$ cat config.mk
export PLATFORM = sky130hd
export DESIGN_NAME = mc_sequencer
export DESIGN_NICKNAME = d
export VERILOG_FILES = /design/src/rtl/mc_pkg.sv /design/src/rtl/mc_wait_timer.sv /design/src/rtl/mc_sequencer.sv
export SDC_FILE = /design/constraint.sdc
export NUM_CORES = 1
export LEC_CHECK = 0
export ABC_AREA = 1
export BUFFER_PORTS_ARGS = -buffer_cell sky130_fd_sc_hd__buf_2
export CAP_MARGIN = 20
export CORE_MARGIN = 4
export CORE_UTILIZATION = 52
export DETAILED_ROUTE_END_ITERATION = 10
export PLACE_DENSITY = 0.83
export SYNTH_ARGS = -nofsm -noshare
export SYNTH_HDL_FRONTEND = slang
export SYNTH_SLANG_ARGS = --single-unit
export TNS_END_PERCENT = 1
$ cat constraint.sdc
create_clock -name CLK -period 4.25 [get_ports CLK]
set_clock_uncertainty 0.2 [all_clocks]
set_input_delay 0.425 -clock CLK [delete_from_list [all_inputs] [get_ports CLK]]
set_output_delay 0.425 -clock CLK [all_outputs]
set_load 0.05 [all_outputs]
$ cat src/rtl/mc_pkg.sv
// mc_pkg: shared definitions for the multi-cycle control sequencer.
// Holds the state encodings, the opcode/func constants decoded in sID/sEXE/sMEM,
// the err_code values and a legality helper used by the optional illegal-opcode trap.
package mc_pkg;

  typedef enum logic [2:0] {
    S_IF   = 3'b000,
    S_ID   = 3'b001,
    S_EXE  = 3'b010,
    S_MEM  = 3'b011,
    S_WB   = 3'b100,
    S_HALT = 3'b101,
    S_ERR  = 3'b111
  } state_t;

  typedef enum logic [1:0] {
    ERR_NONE    = 2'b00,
    ERR_TIMEOUT = 2'b01,
    ERR_ILLEGAL = 2'b10
  } err_code_t;

  localparam logic [5:0] OP_R    = 6'b000000;
  localparam logic [5:0] FUNC_JR = 6'b001000;
  localparam logic [5:0] OP_ADDI = 6'b001000;
  localparam logic [5:0] OP_SLTI = 6'b001010;
  localparam logic [5:0] OP_ORI  = 6'b001101;
  localparam logic [5:0] OP_LW   = 6'b100011;
  localparam logic [5:0] OP_SW   = 6'b101011;
  localparam logic [5:0] OP_BEQ  = 6'b000100;
  localparam logic [5:0] OP_BNE  = 6'b000101;
  localparam logic [5:0] OP_BGTZ = 6'b000111;
  localparam logic [5:0] OP_J    = 6'b000010;
  localparam logic [5:0] OP_JAL  = 6'b000011;
  localparam logic [5:0] OP_HALT = 6'b111111;

  function automatic logic is_legal_op(input logic [5:0] op);
    case (op)
      OP_R, OP_ADDI, OP_SLTI, OP_ORI, OP_LW, OP_SW,
      OP_BEQ, OP_BNE, OP_BGTZ, OP_J, OP_JAL, OP_HALT: is_legal_op = 1'b1;
      default:                                        is_legal_op = 1'b0;
    endcase
  endfunction

endpackage

$ cat src/rtl/mc_wait_timer.sv
// mc_wait_timer: consecutive not-ready cycle counter for the sequencer's wait states.
// Ports:
//   CLK, nRST  clock (rising edge) and asynchronous active-low reset
//   inc        a wait cycle is happening (memory not ready)
//   clear      the sequencer is changing state this cycle; counter returns to 0
//   hold       freeze the count (external stall)
//   expired    this wait cycle is the (2^TIMEOUT_W-1)-th in a row; the sequencer
//              must take the error path on the coming edge
module mc_wait_timer #(
  parameter int TIMEOUT_W = 4
) (
  input  logic CLK,
  input  logic nRST,
  input  logic inc,
  input  logic clear,
  input  logic hold,
  output logic expired
);

  // Count value at the start of the last tolerated wait cycle.
  localparam logic [TIMEOUT_W-1:0] LAST = TIMEOUT_W'((1 << TIMEOUT_W) - 2);

  logic [TIMEOUT_W-1:0] count;

  always_ff @(posedge CLK or negedge nRST) begin
    if (!nRST) begin
      count <= '0;
    end else if (clear) begin
      count <= '0;
    end else if (!hold && inc) begin
      count <= count + 1'b1;
    end
  end

  // A ready input removes inc, so a ready arriving in the final cycle wins.
  assign expired = inc && !hold && (count == LAST);

endmodule

$ cat src/rtl/mc_sequencer.sv
// mc_sequencer: multi-cycle IF/ID/EXE/MEM/WB control sequencer with
// variable-latency fetch/data handshakes, external stall and wait timeout.
// Build option: define MC_SEQ_TRAP_EN to send illegal opcodes in sID to sERR
// with err_code 10; otherwise they take the default sID->sEXE->sWB path.
// Ports:
//   CLK, nRST            clock and asynchronous active-low reset
//   opCode, func         current IR fields
//   imem_ready           fetch data valid (completes sIF)
//   dmem_ready           data access complete (completes sMEM)
//   stall                hold state/counter and suppress commit strobes
//   state                current state encoding
//   imem_req, IRWrite, pcWrite, RegWr   active-high strobes
//   nRD, nWR             active-low data read/write
//   halted, err          sticky status (sHALT / sERR)
//   err_code             01 timeout, 10 illegal opcode
// Handshake: a wait state is left on the edge that ends a cycle in which its
// ready input is high and stall is low; strobes are combinational and valid in
// the cycle before the edge that commits them.
module mc_sequencer
  import mc_pkg::*;
#(
  parameter int TIMEOUT_W = 4,
  parameter int OP_W      = 6,
  parameter int FUNC_W    = 6
) (
  input  logic              CLK,
  input  logic              nRST,
  input  logic [OP_W-1:0]   opCode,
  input  logic [FUNC_W-1:0] func,
  input  logic              imem_ready,
  input  logic              dmem_ready,
  input  logic              stall,
  output logic [2:0]        state,
  output logic              imem_req,
  output logic              IRWrite,
  output logic              pcWrite,
  output logic              RegWr,
  output logic              nRD,
  output logic              nWR,
  output logic              halted,
  output logic              err,
  output logic [1:0]        err_code
);

  state_t    state_q, next_state;
  err_code_t err_q, next_err;
  logic [5:0] op, fn;
  logic is_jump, is_branch, is_lw, is_sw, trap_illegal;
  logic wait_inc, wait_clear, wait_expired;

  assign op = 6'(opCode);
  assign fn = 6'(func);

  assign is_jump   = (op == OP_J) || (op == OP_JAL) || ((op == OP_R) && (fn == FUNC_JR));
  assign is_branch = (op == OP_BEQ) || (op == OP_BNE) || (op == OP_BGTZ);
  assign is_lw     = (op == OP_LW);
  assign is_sw     = (op == OP_SW);

`ifdef MC_SEQ_TRAP_EN
  assign trap_illegal = !is_legal_op(op);
`else
  assign trap_illegal = 1'b0;
`endif

  // Wait cycles are counted here rather than in the FSM block so the timer's
  // expired output does not feed back into the process that generates inc.
  assign wait_inc   = ((state_q == S_IF) && !imem_ready) ||
                      ((state_q == S_MEM) && !dmem_ready);
  assign wait_clear = (next_state != state_q);

  mc_wait_timer #(.TIMEOUT_W(TIMEOUT_W)) u_wait_timer (
    .CLK     (CLK),
    .nRST    (nRST),
    .inc     (wait_inc),
    .clear   (wait_clear),
    .hold    (stall),
    .expired (wait_expired)
  );

  always_ff @(posedge CLK or negedge nRST) begin
    if (!nRST) begin
      state_q <= S_IF;
      err_q   <= ERR_NONE;
    end else begin
      state_q <= next_state;
      err_q   <= next_err;
    end
  end

  always_comb begin
    next_state = state_q;
    next_err   = err_q;
    imem_req   = 1'b0;
    IRWrite    = 1'b0;
    pcWrite    = 1'b0;
    RegWr      = 1'b0;
    nRD        = 1'b1;
    nWR        = 1'b1;
    case (state_q)
      S_IF: begin
        imem_req = 1'b1;
        if (imem_ready) begin
          IRWrite    = 1'b1;
          next_state = S_ID;
        end else if (wait_expired) begin
          next_state = S_ERR;
          next_err   = ERR_TIMEOUT;
        end
      end
      S_ID: begin
        if (is_jump) begin
          pcWrite    = 1'b1;
          RegWr      = (op == OP_JAL);
          next_state = S_IF;
        end else if (op == OP_HALT) begin
          next_state = S_HALT;
        end else if (trap_illegal) begin
          next_state = S_ERR;
          next_err   = ERR_ILLEGAL;
        end else begin
          next_state = S_EXE;
        end
      end
      S_EXE: begin
        if (is_branch) begin
          pcWrite    = 1'b1;
          next_state = S_IF;
        end else if (is_lw || is_sw) begin
          next_state = S_MEM;
        end else begin
          next_state = S_WB;
        end
      end
      S_MEM: begin
        nRD = !is_lw;
        nWR = !is_sw;
        if (dmem_ready) begin
          if (is_sw) begin
            pcWrite    = 1'b1;
            next_state = S_IF;
          end else begin
            next_state = S_WB;
          end
        end else if (wait_expired) begin
          next_state = S_ERR;
          next_err   = ERR_TIMEOUT;
        end
      end
      S_WB: begin
        RegWr      = 1'b1;
        pcWrite    = 1'b1;
        next_state = S_IF;
      end
      S_HALT:  next_state = S_HALT;
      S_ERR:   next_state = S_ERR;
      default: next_state = S_ERR;
    endcase
    // Stall freezes progress and the commit strobes; request/read/write
    // levels stay as the state dictates so the memory side sees no glitch.
    if (stall) begin
      next_state = state_q;
      next_err   = err_q;
      IRWrite    = 1'b0;
      pcWrite    = 1'b0;
      RegWr      = 1'b0;
    end
  end

  assign state    = state_q;
  assign halted   = (state_q == S_HALT);
  assign err      = (state_q == S_ERR);
  assign err_code = err_q;

endmodule

* Word-level counts from Yosys, hierarchy flattened
Cells that the tools add are included.
** Storage, ports and cells
- Bits in registers :: 9
- Bits in latches :: 0
- Memory bits (writable) :: 0
- Bits in read-only memories :: 0
- Input port bits :: 17
- Output and inout port bits :: 13
- Word-level logic and storage cells :: 76
- Memories :: 0
** Cells by class
- Add/subtract/negate cells :: 1
- Multiply operators :: 0
- Divide/modulo/power cells :: 0
- $lt $le $gt $ge :: 0
- Equality and inequality tests :: 19
- Shift-type cells :: 0
- Multiplexer cells :: 31
- Bitwise logic cells :: 1
- Reductions and logical operators :: 21
** Operator list (number)
- $mux 3 :: 9
- $eq 6x3->1 const B :: 3
- $eq 6x6->1 const B :: 3
- $pmux 3 s6 :: 1
- $mux 1 :: 13
- $eq 6x2->1 const B :: 2
- $eq 3x3->1 const B :: 3
- $mux 4 :: 2
- $eq 3x2->1 const B :: 2
- $eq 6x4->1 const B :: 1
- $logic_not 6->1 :: 1
- $logic_or 1x1->1 :: 6
- $mux 2 :: 3
- $logic_and 1x1->1 :: 5
- $logic_not 1->1 :: 5
- $add 4x1->4 const B :: 1
- $eq 4x4->1 const B :: 1
- $ne 2x2->1 const B :: 2
- $pmux 1 s4 :: 1
- $pmux 2 s2 :: 1
- $reduce_and 4->1 :: 1
- $reduce_bool 2->1 :: 2
- $eq 3x1->1 const B :: 1
- $logic_not 3->1 :: 1
- other kinds (3) :: 3

* Longest topological paths before layout
Gate-level depths: netlist (run 1).
- Depth in word-level cells :: 11
- Mapped depth :: 12
- Depth with buffers taken out :: 11

* By module
Synthesis (run 1) repeated with hierarchy kept, for this count alone.
** Second synthesis, totals
- Cell total of the unflattened synthesis :: 163
- Area total of the unflattened synthesis :: 1003.5 um^2
** By module, submodules not included
- mc_sequencer :: instances 1, cells an instance 133, area an instance 767.0 um^2, sequential area each 100.1 um^2
- mc_wait_timer :: instances 1, cells an instance 30, area an instance 236.5 um^2, sequential area each 100.1 um^2

* Worst setup path after synthesis (run 1)
OpenSTA, ideal clock, no wires.
- Path type :: register to output
- Start point :: register state_q[1] (netlist: state[1])
- End point :: output IRWrite
- Data arrival time :: 2.107 ns
- Required time :: 3.625 ns
- Path slack :: 1.518 ns
- Cell stages (with the launch flop) :: 5
- Path buffers :: 1
- Cell sequence :: dfrtp_1 buf_6 nor2_2 nand2_1 nor3_1
** Between the ends
- Word-level cells in the longest chain between the ends :: 3
** Ends and longest elaborated chain
- start, declared :: RTL line mc_sequencer.sv:45 : state_t state_q, next_state;
- start signal, assigned :: RTL line mc_sequencer.sv:85 : state_q <= next_state;
- $logic_not 3->1 :: RTL line mc_sequencer.sv:99 : case (state_q)
- $mux 1 :: RTL line mc_sequencer.sv:99
- $mux 1 :: RTL line mc_sequencer.sv:160 : if (stall) begin
- end, declared :: RTL line mc_sequencer.sv:35 : output logic IRWrite,
Every way passes these cells.

* Worst setup path after layout (run 1)
- Start point :: register state_q[0] (netlist: state[0])
- End point :: output pcWrite
** Between the ends
- Word-level cells in the longest chain between the ends :: 3
- Elaborated cells on any way between the ends :: 6
- Classes of those cells :: 4 x eq/ne; 2 x mux
** Ends and longest elaborated chain
- $eq 3x3->1, or another cell as far along :: RTL line mc_sequencer.sv:99
- $pmux 1 s4 (*) :: RTL line mc_sequencer.sv:99
- $mux 1 (*) :: RTL line mc_sequencer.sv:160
- end, declared :: RTL line mc_sequencer.sv:36 : output logic pcWrite,
Every way passes the cells marked *; elsewhere a longest branch is shown, timed or not.

==> results of run 1 <==
==> power groups by stage <==
stage,sequential (mW),clock [mW],combinational (mW)
floorplan,0.0856,0,0.0394
global placement,0.0838,0,0.0558
detailed placement,0.0838,0,0.0568
CTS,0.0824,0.0586,0.0578
global route,0.0829,0.0613,0.0630
finish,0.0826,0.0577,0.0577
==> sequential cells by signal (all words and copies together) (netlist names) <==
| name | count |
|---|---|
| state | 3 |
| err_code | 1 |
| u_wait_timer.count | 4 |
==> metal layers <==
metal | up-vias | GRT usage | wire [um]
met2 | 26 | 0.365 | 1170
met4 | 0 | 0.0448 | 0
met5 | - | 0 | 0
li1 | 505 | - | -
met3 | 0 | 0.00920 | 85
met1 | 468 | 0.225 | 866
==> layout by cell type (no fill, tap or decap), types with 2 or more instances in the layout <==
cell	netlist	layout
buf_2	0	28
a22oi_1	2	2
nor2_1	19	19
nand3_2	5	5
xor2_1	2	2
nand4_1	4	4
o21ai_0	3	3
ha_1	2	2
nor2_2	2	2
nor3_1	9	9
nand2_2	2	2
inv_1	23	23
o21a_1	2	2
nand3_1	15	15
dfrtp_1	8	8
nand2_1	29	29
inv_2	2	2
clkbuf_4	0	3
==> worst min-delay path by stage <==
stage,end,slack [ns],from
floorplan,err_code[0],-0.07,nRST
global placement,state[1],0.07,nRST
detailed placement,u_wait_timer.count[2],0.07,nRST
CTS,state[2],0.28,stall
global route,state[2],0.29,stall
finish,state[2],0.29,stall
==> final cells by class <==
type                            count  area, um^2
Multi-Input combinational cell    104         543
Fill cell                         148         494
Sequential cell                     8         200
Timing Repair Buffer               29         150
Inverter                           25        93.8
Clock buffer                        3        22.5
Tap cell                           16        20.0
==> metrics by stage <==
step | worst slack (ns) | util | instances | instance area [um^2] | total power, mW
6_report | 1.90 | 0.676 | 185 | 1030 | 0.198
5_1_grt | 1.74 | 0.676 | 185 | 1030 | 0.207
4_1_cts | 1.89 | 0.676 | 185 | 1030 | 0.199
3_5_place_dp | 2.05 | 0.654 | 181 | 997 | 0.141
3_3_place_gp | 2.08 | 0.654 | 181 | 997 | 0.140
2_1_floorplan | 1.52 | - | 139 | 856 | 0.125
==> cell families (layout without fill, tap and decap cells) <==
group / after synthesis / after routing / share of synthesized area
AO/OA/AOI/OAI: 9 / 9 / 0.0658
XOR/XNOR: 3 / 3 / 0.0307
adder cells (fa/ha/maj): 2 / 2 / 0.0292
buffers and inverters: 27 / 57 / 0.132
flip-flops: 8 / 8 / 0.234
other: 1 / 1 / 0.00438
AND/OR/NAND/NOR: 89 / 89 / 0.504
==> reports/results.ini, run 1 <==
[critical_path]
worst_r2r_startpoint=state[1]
worst_setup_path_end_kind=output pin
worstPathMaxFanout=7
worst_setup_path_startpoint=state[0]
arrival_ns=1.73
cp_num_cells=7
worst_path_cell_trace=inv_2 -> nor3_1 -> inv_1 -> a21oi_1 -> nor3_1 -> nor2_1 -> buf_2
rrSetupSlack_ns=2.25
crit_type=register to output pin
worst-path-buf-inv=3
timing.critical_path.mode_cell=nor3_1
worst_setup_path_start_kind=register
timing.critical_path.to=pcWrite
ff2ff_path_depth=9
timing.critical_path.slowest_stage_cell=dfrtp_1
crit_required_ns=3.62
worst_r2r_end=u_wait_timer.count[3]
cp_slowest_stage_delay_ns=0.50
critPathTopFamily=flip-flops

[clocking]
number_of_cells_upsized_or_downsized_after_cts=0
clk_root_buffer_cell=clkbuf_4
cts_setup_buffers=0
cts_htree_levels=1
max-clock-path-buffers=2
cts.sink_count=8
ctsHoldBuffers=1
tritoncts_clock_tree=yes
clock_insertion_delay_worst_skew_ns=0.25
clk_pin_slew_ns=0.06
cts_made_buffers=3

[drt]
ant_nets=0
drt_drc_violations_left=0
detail_route.wirelength_mm=2.12
num_vias=999
vias_per_cell=5.40
post_drt_wl_per_cell_um=11.5
dr.pass1.iters=4
drtIter0Drc=23

[logic_synthesis]
post_synth_inst_count=139
area_leader_netlist=dfrtp_1
post_synth_main_area_contributors=dfrtp_1, nand2_1, inv_1
ys_seq_elements=8
ys.warnings.count=0
synth_enable_flop_cells=0
count_of_distinct_cell_types_in_the_synthesized_netlist=26
synth_fp_nets=158
area_of_the_mapped_netlist_um2=856
ys.flop_type=dfrtp_1
yosysMostFrequentCell=nand2_1
synth-seq-area-share=0.234
synthesis.area_per_instance_um2=6.16
synth-async-reset-ratio=1.00
synth_top_area_frac=0.234
commonest_cells_in_the_netlist=nand2_1, inv_1, nor2_1

[pwr]
share_comb_of_total_power=0.292
internal-power_mw=0.127
switching_power_total_mw=0.0707
max-vdd-ir-drop_uv=120
sequentialPowerShare=0.417
clock_power_share=0.291
power.switching_fraction=0.357
leakagePower_nw=0.554
power.density_cell_area_nw_per_um2=192

[die]
die_area_um2=2360
core_region_area_um2=1520
floorplan.die.width_um=48.6
initial_core_util=0.562
io_pins=30
die_h_um=48.6
num_rows=14

[place]
place_congestion=0.930
portBuffers=28
dp.final_hpwl_mm=1.79

[grt]
grt_pass1_wl_mm=3.80
first_global_vias=938
global_route.usage.total=0.190
grt_start_max_net_pins=11
grt_antenna_before_repair=0
grt_overflow=0

[sta]
finalCriticalPeriod_ns=2.35
fin_setup_tns_ns=0
max_freq_mhz=425
finalSetupViolCount=0
timing.hold.ws_ns=0.285
period_utilization_post_route=0.554
timing.final.hold_violations=0
unrepaired_setup_endpoints_after_global_routing=false
timing.final.max_slew_violations=0

[run]
max-cap-violations=0

[finish]
area_growth_pct=20.3
layout.nets=190
insertedDiodeCount=0
drive_above_1_share=0.260

[worst_hold_path]
hold_depth=2
hold_path.class=primary input to register

[status]
outcome=finished clean

Note: power is estimated with default switching activity, not from simulation.
==> inputs of run 2 (changes only) <==
--- a/config.mk
+++ b/config.mk
@@ -8,10 +8,11 @@
 export ABC_AREA = 1
 export BUFFER_PORTS_ARGS = -buffer_cell sky130_fd_sc_hd__buf_2
 export CAP_MARGIN = 20
+export CORE_ASPECT_RATIO = 0.7
 export CORE_MARGIN = 4
-export CORE_UTILIZATION = 52
+export CORE_UTILIZATION = 44
 export DETAILED_ROUTE_END_ITERATION = 10
-export PLACE_DENSITY = 0.83
+export PLACE_DENSITY = 0.75
 export SYNTH_ARGS = -nofsm -noshare
 export SYNTH_HDL_FRONTEND = slang
 export SYNTH_SLANG_ARGS = --single-unit
==> constraint.sdc (replaced) <==
create_clock -name CLK -period 2 [get_ports CLK]
set_clock_uncertainty 0.2 [all_clocks]
set_input_delay 0.2 -clock CLK [delete_from_list [all_inputs] [get_ports CLK]]
set_output_delay 0.2 -clock CLK [all_outputs]
set_load 0.05 [all_outputs]
==> reports/results.ini, run 2 (synthesized netlist as in run 1, its figures left out) <==
[finish]
max_flop_register=u_wait_timer.count  ; unchanged
layout.nets=196  ; was 190
register_area_um2=204  ; was 200 um^2
n_fill_cell=178  ; was 148
finish.utilization=0.613  ; was 0.676
multiInputGateArea_um2=583  ; was 543 um^2
drive_above_1_share=0.343  ; was 0.260
mostFrequentLayoutCell=nand2_1  ; unchanged
stdcell_area_um2=1140  ; was 1030 um^2
insertedDiodeCount=0  ; unchanged
largest_register_ff_count=4  ; unchanged
most-common-layout-cells=nand2_1, buf_2, inv_1  ; unchanged
instances_no_fill=197  ; was 185
area_growth_pct=32.9  ; was 20.3%

[sta]
timing.final.max_slew_violations=0  ; unchanged
period_utilization_post_route=0.970
timing.final.hold_violations=0  ; unchanged
timing.hold.ws_ns=0.0815  ; was 0.285 ns
fin_setup_tns_ns=0  ; unchanged
unrepaired_setup_endpoints_after_global_routing=true  ; was false
timing.final.ws_setup_ns=0.0591  ; was 1.90 ns
max_freq_mhz=515
finalSetupViolCount=0  ; unchanged
finalCriticalPeriod_ns=1.94

[grt]
first_global_vias=896  ; was 938
global_route.usage.total=0.186  ; was 0.190
grt_pass1_wl_mm=3.82  ; was 3.80 mm
grt_overflow=0  ; unchanged
grt_start_max_net_pins=11  ; unchanged
grt_antenna_before_repair=0  ; unchanged

[place]
dp.final_hpwl_mm=1.85  ; was 1.79 mm
place_congestion=0.894  ; was 0.930
placedInstanceArea_um2=1020  ; was 997 um^2
placedCellCount=188  ; was 181
post_placement_worst_setup_slack_ns=0.0448  ; was 2.05 ns
portBuffers=28  ; unchanged

[clocking]
cts_made_buffers=3  ; unchanged
clock_insertion_delay_worst_skew_ns=0.26  ; was 0.25 ns
clk_root_buffer_cell=clkbuf_4  ; unchanged
tritoncts_clock_tree=yes  ; unchanged
clk_pin_slew_ns=0.05  ; was 0.06 ns
cts_htree_levels=1  ; unchanged
max-clock-path-buffers=2  ; unchanged
cts.sink_count=8  ; unchanged

[critical_path]
crit_required_ns=1.60  ; was 3.62 ns
worst_setup_path_end_kind=output pin  ; unchanged
arrival_ns=1.54  ; was 1.73 ns
worst_setup_path_start_kind=register  ; unchanged
crit_type=register to output pin  ; unchanged
worstPathMaxFanout=6  ; was 7

[drt]
vias_per_cell=5.09  ; was 5.40
dr.pass1.iters=4  ; unchanged
post_drt_wl_per_cell_um=11.9  ; was 11.5 um
detail_route.wirelength_mm=2.34  ; was 2.12 mm
ant_nets=0  ; unchanged
drt_drc_violations_left=0  ; unchanged
num_vias=1003  ; was 999
drtIter0Drc=44  ; was 23

[pwr]
leakagePower_nw=0.583  ; was 0.554 nW
max-vdd-ir-drop_uv=279  ; was 120 uV
power.density_cell_area_nw_per_um2=397  ; was 192 nW/um^2
totalPowerFinal_mw=0.451  ; was 0.198 mW

[die]
floorplan.die.width_um=60.7  ; was 48.6 um
die_area_um2=2730  ; was 2360 um^2
initial_core_util=0.462  ; was 0.562
die_h_um=44.9  ; was 48.6 um
io_pins=30  ; unchanged
core_region_area_um2=1850  ; was 1520 um^2
num_rows=13  ; was 14

[status]
outcome=finished clean  ; unchanged

[run]
max-cap-violations=0  ; unchanged

[worst_hold_path]
hold_path.class=primary input to register  ; unchanged

[run 2: cell count changes in the layout (fill, tap and decap cells not counted), sizes merged]
cell	previous run	this run
buf	28	34
[run 2: per-layer routing]
layer  global-route usage  routed length [um]  share of wire  vias up
li1                     -                   -              -      525
met1                0.274                1140           0.49      433
met2                0.273                1010           0.43       41
met3               0.0486                 169          0.072        4
met4               0.0390                  19         0.0081        0
met5                    0                   0              0        -
[run 2: worst paths after layout]
path	start	to	slack (ns)	depth (start not counted)
setup / recovery	state[2]	pcWrite	0.06	6
hold / removal	stall	state[2]	0.08	2
setup reg to reg	state[1]	u_wait_timer.count[2]	0.10	9
hold reg to reg	err_code[0]	err_code[0]	0.27	2
max in group asynchronous	nRST	state[2]	1.31	2
min in group asynchronous	nRST	u_wait_timer.count[2]	0.10	2
[run 2: cell type report]
type	instances	share of cell area
well taps	22	0.0242
clock buffers	3	0.0198
flip-flops and latches	8	0.179
inverters	25	0.0847
repair buffers	35	0.179
multi-input cells	104	0.513
[run 2: critical path: stages (launching register included)]
cell	delay, ns
dfrtp_2	0.48
nor3_4	0.21
inv_1	0.10
a21oi_2	0.13
nor3_1	0.06
nor2_1	0.14
buf_6	0.18
[run 2: repair_timing]
| item | in CTS | in global routing |
|---|---|---|
| hold buffers | 1 | 0 |
| gates resized for setup | 5 | 10 |
| endpoints found under the hold margin | 8 | 0 |
| pin swaps | 0 | 4 |
| buffers inserted | 0 | 5 |
| gates cloned | 0 | 0 |
| setup endpoints to repair | 2 | 7 |
[run 2: power by group]
group | switching (mW) | internal (mW) | total [mW]
Combinational | 0.0942 | 0.0532 | 0.147
Sequential | 0.0105 | 0.166 | 0.176
Clock | 0.0585 | 0.0689 | 0.127
